### src/rtl/fetch_pkg.sv
// Shared constants for the instruction fetch front end.
// A queue entry is packed as {pc, instr}: pc in the upper bits, instr in the lower.
package fetch_pkg;

  localparam int IFQ_DEPTH_DEFAULT = 4;
  localparam int PC_INCR           = 4;

  // Width of one packed {pc, instr} entry; the byte PC carries two extra bits.
  function automatic int ifq_entry_width(input int data_width, input int addr_width);
    return data_width + addr_width + 2;
  endfunction

endpackage

### src/rtl/ifq_fifo.sv
// Circular buffer of packed fetch entries with push/pop/flush and occupancy flags.
// The head entry is read combinationally so dispatch sees it one cycle after the push.
module ifq_fifo
  import fetch_pkg::*;
#(
  parameter int WIDTH = 41,
  parameter int DEPTH = IFQ_DEPTH_DEFAULT
) (
  input  logic                       clk,
  input  logic                       rst,
  input  logic                       push,
  input  logic                       pop,
  input  logic                       flush,
  input  logic [WIDTH-1:0]           wdata,
  output logic [WIDTH-1:0]           rdata,
  output logic [$clog2(DEPTH+1)-1:0] count,
  output logic                       full,
  output logic                       empty
);

  localparam int PTR_W = $clog2(DEPTH);
  localparam int CNT_W = $clog2(DEPTH+1);

  logic [WIDTH-1:0] mem_reg [DEPTH];
  logic [PTR_W-1:0] rd_ptr_reg, rd_ptr_next;
  logic [PTR_W-1:0] wr_ptr_reg, wr_ptr_next;
  logic [CNT_W-1:0] count_reg, count_next;
  logic             write_en;

  // Flush wins over any push in the same cycle.
  assign write_en = push & ~flush;

  generate
    for (genvar gi = 0; gi < DEPTH; gi++) begin : g_entry
      always_ff @(posedge clk or posedge rst) begin
        if (rst) begin
          mem_reg[gi] <= '0;
        end else if (write_en && (wr_ptr_reg == PTR_W'(gi))) begin
          mem_reg[gi] <= wdata;
        end
      end
    end
  endgenerate

  always_comb begin
    rd_ptr_next = rd_ptr_reg;
    wr_ptr_next = wr_ptr_reg;
    count_next  = count_reg;
    if (flush) begin
      rd_ptr_next = '0;
      wr_ptr_next = '0;
      count_next  = '0;
    end else begin
      if (push) wr_ptr_next = wr_ptr_reg + PTR_W'(1);
      if (pop)  rd_ptr_next = rd_ptr_reg + PTR_W'(1);
      if (push && !pop)      count_next = count_reg + CNT_W'(1);
      else if (pop && !push) count_next = count_reg - CNT_W'(1);
    end
  end

  always_ff @(posedge clk or posedge rst) begin
    if (rst) begin
      rd_ptr_reg <= '0;
      wr_ptr_reg <= '0;
      count_reg  <= '0;
    end else begin
      rd_ptr_reg <= rd_ptr_next;
      wr_ptr_reg <= wr_ptr_next;
      count_reg  <= count_next;
    end
  end

  assign rdata = mem_reg[rd_ptr_reg];
  assign count = count_reg;
  assign full  = (count_reg == CNT_W'(DEPTH));
  assign empty = (count_reg == '0);

endmodule

### src/rtl/instr_fetch_queue.sv
// Fetch stage: drives the instruction RAM address, queues {pc, instr} pairs and
// hands them to dispatch in order; a redirect flushes the queue and restarts fetch.
module instr_fetch_queue
  import fetch_pkg::*;
#(
  parameter int DATA_WIDTH = 32,
  parameter int ADDR_WIDTH = 7,
  parameter int DEPTH      = IFQ_DEPTH_DEFAULT,
  parameter int RESET_PC   = 0
) (
  input  logic                       clk,
  input  logic                       rst,
  output logic [ADDR_WIDTH-1:0]      imem_addr,
  input  logic [DATA_WIDTH-1:0]      imem_q,
  input  logic                       jmp_valid,
  input  logic [ADDR_WIDTH+1:0]      jmp_pc,
  output logic                       dq_valid,
  input  logic                       dq_ready,
  output logic [DATA_WIDTH-1:0]      dq_instr,
  output logic [ADDR_WIDTH+1:0]      dq_pc,
  output logic                       fq_full,
  output logic                       fq_empty,
  output logic [$clog2(DEPTH+1)-1:0] fq_count
);

  localparam int PC_W    = ADDR_WIDTH + 2;
  localparam int ENTRY_W = ifq_entry_width(DATA_WIDTH, ADDR_WIDTH);
  localparam logic [PC_W-1:0] RESET_PC_V   = PC_W'(RESET_PC);
  localparam logic [PC_W-1:0] RESET_PC_ALN = {RESET_PC_V[PC_W-1:2], 2'b00};
  localparam logic [PC_W-1:0] WORD_MASK    = ~PC_W'(3);

  logic [PC_W-1:0]    fetch_pc_reg, fetch_pc_next;
  logic [ENTRY_W-1:0] head_entry;
  logic               push, pop;

  // Redirect kills the handshake so nothing is consumed from a queue being flushed.
  assign dq_valid = ~fq_empty & ~jmp_valid;
  assign pop      = dq_valid & dq_ready;
  assign push     = ~jmp_valid & (~fq_full | pop);

  always_comb begin
    fetch_pc_next = fetch_pc_reg;
    if (jmp_valid)  fetch_pc_next = jmp_pc & WORD_MASK;
    else if (push)  fetch_pc_next = fetch_pc_reg + PC_W'(PC_INCR);
  end

  always_ff @(posedge clk or posedge rst) begin
    if (rst) fetch_pc_reg <= RESET_PC_ALN;
    else     fetch_pc_reg <= fetch_pc_next;
  end

  assign imem_addr = fetch_pc_reg[PC_W-1:2];

  ifq_fifo #(
    .WIDTH (ENTRY_W),
    .DEPTH (DEPTH)
  ) u_fifo (
    .clk   (clk),
    .rst   (rst),
    .push  (push),
    .pop   (pop),
    .flush (jmp_valid),
    .wdata ({fetch_pc_reg, imem_q}),
    .rdata (head_entry),
    .count (fq_count),
    .full  (fq_full),
    .empty (fq_empty)
  );

  assign dq_pc    = head_entry[ENTRY_W-1:DATA_WIDTH];
  assign dq_instr = head_entry[DATA_WIDTH-1:0];

endmodule
### config.mk
export PLATFORM = sky130hd
export DESIGN_NAME = instr_fetch_queue
export DESIGN_NICKNAME = d
export VERILOG_FILES = /design/src/rtl/fetch_pkg.sv /design/src/rtl/ifq_fifo.sv /design/src/rtl/instr_fetch_queue.sv
export SDC_FILE = /design/constraint.sdc
export NUM_CORES = 1
export LEC_CHECK = 0
export BUFFER_PORTS_ARGS = -buffer_cell sky130_fd_sc_hd__clkbuf_2
export CORE_MARGIN = 3
export CORE_UTILIZATION = 60
export CTS_CLUSTER_DIAMETER = 30
export CTS_CLUSTER_SIZE = 14
export DETAILED_ROUTE_END_ITERATION = 6
export PLACE_DENSITY = 0.82
export SYNTH_ARGS = -nofsm -noshare
export SYNTH_HDL_FRONTEND = slang
export SYNTH_SLANG_ARGS = --single-unit
### constraint.sdc
create_clock -name clk -period 8.9 [get_ports clk]
set_clock_uncertainty 0.15 [all_clocks]
set_input_delay 0.89 -clock clk [delete_from_list [all_inputs] [get_ports clk]]
set_output_delay 0.89 -clock clk [all_outputs]
set_load 0.05 [all_outputs]
Yosys cells after proc, flatten, opt, wreduce, memory -nomap -nowiden --
Cells that the tools add are included.
Cells by class: div/mod/pow operators 0, $lt $le $gt $ge 1, add/sub/neg operators 5, shift operators 0, multiply operators 0, bitwise operators 9, multiplexer cells 12, reductions and logical operators 13, equal/unequal tests 4
Operators with widths (count):
- $bmux W41 S2 | 1
- $mux W41 | 2
- $mux W9 | 2
- $add A9 B3 Y9 const B | 1
- $mux W3 | 3
- $mux W2 | 4
- $logic_and A1 B1 Y1 | 6
- $add A2 B1 Y2 const B | 2
- $and A1 B1 Y1 | 4
- $eq A2 B2 Y1 const B | 2
- $reduce_bool A2 Y1 | 2
- $add A3 B1 Y3 const B | 1
- $eq A3 B3 Y1 const B | 1
- $ge A3 B3 Y1 const B | 1
- $logic_not A3 Y1 | 1
- $not A1 Y1 | 3
- $not A2 Y3 | 1
- $reduce_bool A3 Y1 | 1
- $sub A3 B1 Y3 const B | 1
- $eq A2 B1 Y1 const B | 1
- $logic_not A1 Y1 | 2
- $logic_not A2 Y1 | 1
- $or A1 B1 Y1 | 1
Word-level totals: memory bits (read-only) 0, bits in registers 180, memories 0, bits in writable memories 0, input port bits 45, bits in latches 0, logic and storage cells 52, output and inout port bits 54

Longest topological paths before layout --
depth after elaboration 11, depth in mapped cells 8

Modules after synthesis --
Synthesis repeated with hierarchy kept, for this count alone.
Second synthesis, totals: cell total of the unflattened synthesis 488, area total of the unflattened synthesis 8298.0 µm²
By module, submodules not included:
- ifq_fifo | seq. area each 4279.1 µm², times used 1, area an instance 7870.0 µm², cells each 442
- instr_fetch_queue | seq. area each 175.2 µm², times used 1, area an instance 427.9 µm², cells each 46

Least setup slack after synthesis --
Ideal clock, no wire load.
kind reg2out, start register u_fifo.count_reg[0], in the netlist u_fifo.count[0], end output port dq_valid, path slack 5.366 ns, data required time 7.860 ns, data arrival time 2.494 ns, stages on the path, launching flop included 4, path buffers 1, cells stage by stage dfrtp_1 buf_2 nor3_1 nor2_1
Between the ends: word-level cells in the longest chain between the ends 3
RTL lines:
- start: declaration | RTL line ifq_fifo.sv:27 | logic [CNT_W-1:0] count_reg, count_next;
- start signal: assignment | RTL line ifq_fifo.sv:69 | count_reg <= count_next;
- $logic_not A3 Y1 | RTL line ifq_fifo.sv:76 | assign empty = (count_reg == '0);
- net fq_empty | RTL line instr_fetch_queue.sv:22 | output logic fq_empty,
- $not A1 Y1 | RTL line instr_fetch_queue.sv:37 | assign dq_valid = ~fq_empty & ~jmp_valid;
- $and A1 B1 Y1 | RTL line instr_fetch_queue.sv:37
- end: declaration | RTL line instr_fetch_queue.sv:17 | output logic dq_valid,
The timed path passes the listed nets, and every way through them passes these cells.

Worst setup path in the final report --
start register u_fifo.rd_ptr_reg[1], end output port dq_instr[10]
Between the ends: word-level cells in the longest chain between the ends 4
RTL lines:
- start: declaration | RTL line ifq_fifo.sv:25 | logic [PTR_W-1:0] rd_ptr_reg, rd_ptr_next;
- start signal: assignment | RTL line ifq_fifo.sv:67 | rd_ptr_reg <= rd_ptr_next;
- $not A2 Y3 (implied by the code) | RTL line ifq_fifo.sv:73 | assign rdata = mem_reg[rd_ptr_reg];
- $bmux W41 S2 | RTL line ifq_fifo.sv:73
- $mux W41 (implied by the code) (2 in series) | RTL line ifq_fifo.sv:73
- end: declaration | RTL line instr_fetch_queue.sv:19 | output logic [DATA_WIDTH-1:0] dq_instr,
Every way passes these cells. The select of a mux whose other input is x is not followed.

==> flow_summary.json <==
{
  "dp.cells": 728,
  "power.density_nw_per_um2": 365,
  "pre_cts_ws_ns": 5.37,
  "layout.cells.most_common_list": "168 x dfrtp_1, 116 x mux2_2, 94 x clkbuf_2",
  "status": "finished, final reports clean",
  "drt-met1-wl_um": 6810,
  "vdd_ir_drop_max_uv": 235,
  "dieArea_um2": 14600,
  "dpl.hpwl_um": 9950,
  "required_ns": 7.86,
  "tritoncts": "done",
  "final_critical_path_setup_slack_ns": 5.32,
  "numClockSinks": 170,
  "worst-r2r-cell-count": 4,
  "post_drt_via_cell_ratio": 5.92,
  "critPathLaunch": "u_fifo.rd_ptr_reg[1]$_DFFE_PP0P_",
  "hold_viol": 0,
  "ys_ff_latch": 170,
  "hold_end": "u_fifo.mem_reg[111]$_DFFE_PP0P_",
  "tritoncts.num_buffers": 17,
  "final_cells": 756,
  "crit_type": "register to primary output",
  "die_y_um": 121,
  "worst_rel_slew_slack": 0.286,
  "period_needed_ns": 3.58,
  "finalCoreUtilization": 0.702,
  "drive_gt1_frac": 0.565,
  "cts_max_path_buffers": 2,
  "route.antenna.remaining_nets": 0,
  "grt_util_all_layers": 0.235,
  "drt_first_pass_iters": 4,
  "detailroute.wirelength.met3_um": 764,
  "antenna_found_initial": 0,
  "drt_iter0_drc": 262,
  "synthDominantCellAreaShare": 0.539,
  "static-leakage-power_nw": 3.87,
  "routed.top_layer": "met4",
  "worstPathArrival_ns": 2.54,
  "routed-wl-met2_um": 8280,
  "ff_to_ff_end": "u_fifo.mem_reg[51]$_DFFE_PP0P_",
  "portbufs": 94,
  "min_from": "u_fifo.mem_reg[111]$_DFFE_PP0P_",
  "rsz_0062_raised_after_global_routing": "no",
  "postSynthCellCount": 492,
  "number_of_buffers_inserted_for_hold_repair_after_clock_tree_synthesis": 0,
  "ys_top_cells_by_area": "dfrtp_1 54%, mux2_2 17%, mux4_2 11%, mux2_4 7.6%, buf_6 1.3%",
  "crit_path_end_kind": "primary output",
  "max-cap-violations": 0,
  "finalWeightedCongestion": 0.740,
  "grt_max_degree": 89,
  "worstMarginPinSlew_ns": 1.07,
  "synth_top_cell_by_area": "dfrtp_1",
  "cts.clk_slew.worst_paths_ns": 0.06,
  "initial_utilization": 0.620,
  "cts-root-buf": "clkbuf_16",
  "synthFlopType": "dfrtp_1",
  "placementRows": 41,
  "max_clock_freq_mhz": 279,
  "h-tree-depth": 4,
  "synth-async-reset-ratio": 1.00,
  "wirelength_um": 16000,
  "dieWidth_um": 121,
  "timing.hold.worst_path_depth": 1,
  "wire_length_of_the_first_global_routing_pass_um": 26200,
  "areaGrowthSynthToFinish_pct": 13.2,
  "worst-r2r-setup-slack_ns": 6.12,
  "synth_edf_count": 0,
  "worst_reg2reg_path_startpoint": "u_fifo.count[0]$_DFFE_PP0P_",
  "clock_latency_on_the_worst_skew_pair_ns": 0.42,
  "largest_reg_flops": 156,
  "grt_overflow": 0,
  "design.core.area_um2": 12700,
  "synth_sequential_area_ratio": 0.539,
  "pin_count": 99,
  "post_cts.resized_instances": 0,
  "timing.critical_path.fanout_max": 25,
  "postSynthAreaPerCell_um2": 16.0,
  "grt_pass1_vias": 4946,
  "finalMaxSlewViolations": 0,
  "min-delay-path-class": "register to register",
  "postCtsSetupRepairBufs": 0,
  "layout_commonest_cell": "dfrtp_1",
  "drc_errors": 0,
  "wire_per_inst_um": 21.1,
  "layout_worst_path_cycle_share": 0.402,
  "synth.yosys.warnings": 0,
  "setup_total_negative_slack_ns": 0,
  "startpoint_type_of_the_worst_setup_path": "register",
  "fin_hold_ws_ns": 0.353,
  "synth_cell_types": 42,
  "synthesis.area_um2": 7890,
  "diodes": 0,
  "finalSetupViolations": 0,
  "num-nets-final": 626,
  "vias": 4475
}
==> through the flow <==
step | area, um2 | power, W
global route | 8940 | 0.00341
floorplan | 7900 | 0.00233
detailed placement | 8420 | 0.00260
finish | 8940 | 0.00326
CTS | 8940 | 0.00328
global placement | 8420 | 0.00253
==> area by class of cell <==
cell class	instances	area (um2)
sequential	170	4260
timing repair buffer	101	523
tap	172	215
clock inverter	4	45.0
clock buffer	24	472
inverter	9	38.8
fill	865	3780
multi-input combinational	276	3390
==> power by group <==
group	leakage (nW)	internal (W)	switching, W
sequential	2.04	0.00112	0.000207
clock	0.256	0.000392	0.000273
combinational	1.57	0.000565	0.000703
==> layer usage <==
metal,track usage,up-vias
met1,0.305,2384
met3,0.0603,8
met5,0,-
met4,0.0666,0
met2,0.397,98
li1,-,1985
==> synthesized netlist by cell type (2+ instances only) <==
cell type / instances
dfrtp_1: 170
mux2_2: 116
mux2_4: 40
mux4_2: 39
buf_2: 20
nand2_1: 10
buf_6: 9
a21oi_1: 7
inv_1: 7
ha_1: 5
nand3_1: 5
nor2_1: 5
o21ai_0: 5
a2111o_1: 4
clkbuf_1: 4
nor3_1: 4
nor3b_2: 4
o211ai_1: 4
a211oi_1: 3
buf_4: 3
a31oi_1: 2
nand4_1: 2
nor2b_1: 2
o31ai_1: 2
or2_2: 2
xor2_1: 2
==> worst max-delay path, cell delays in order, from the launching register on <==
cell and delay (ns):
dfrtp_2 0.72, buf_4 0.52, mux4_2 0.60, clkbuf_2 0.26
==> worst max-delay path by stage <==
stage,endpoint,slack (ns),depth (start not counted)
after global placement,u_fifo.mem_reg[52]$_DFFE_PP0P_,5.44,4
after global routing,dq_instr[10],5.18,3
after detailed placement,u_fifo.mem_reg[81]$_DFFE_PP0P_,5.37,4
final,dq_instr[10],5.32,3
after CTS,dq_instr[10],5.28,3
after floorplan,fetch_pc_reg[2]$_DFFE_PP0N_,3.26,1
==> kinds of logic (layout without fill, tap and decap cells) <==
family,after synthesis,in the layout,share of synthesized area
multiplexers,195,195,0.353
flip-flops,170,170,0.539
other,1,2,0.000475
XOR/XNOR,2,2,0.00222
AND/OR/NAND/NOR,39,39,0.0306
adder cells (fa/ha/maj),6,6,0.0105
buffers and inverters,47,138,0.0357
AO/OA/AOI/OAI,32,32,0.0288
Power figures use the tool's default switching activity.
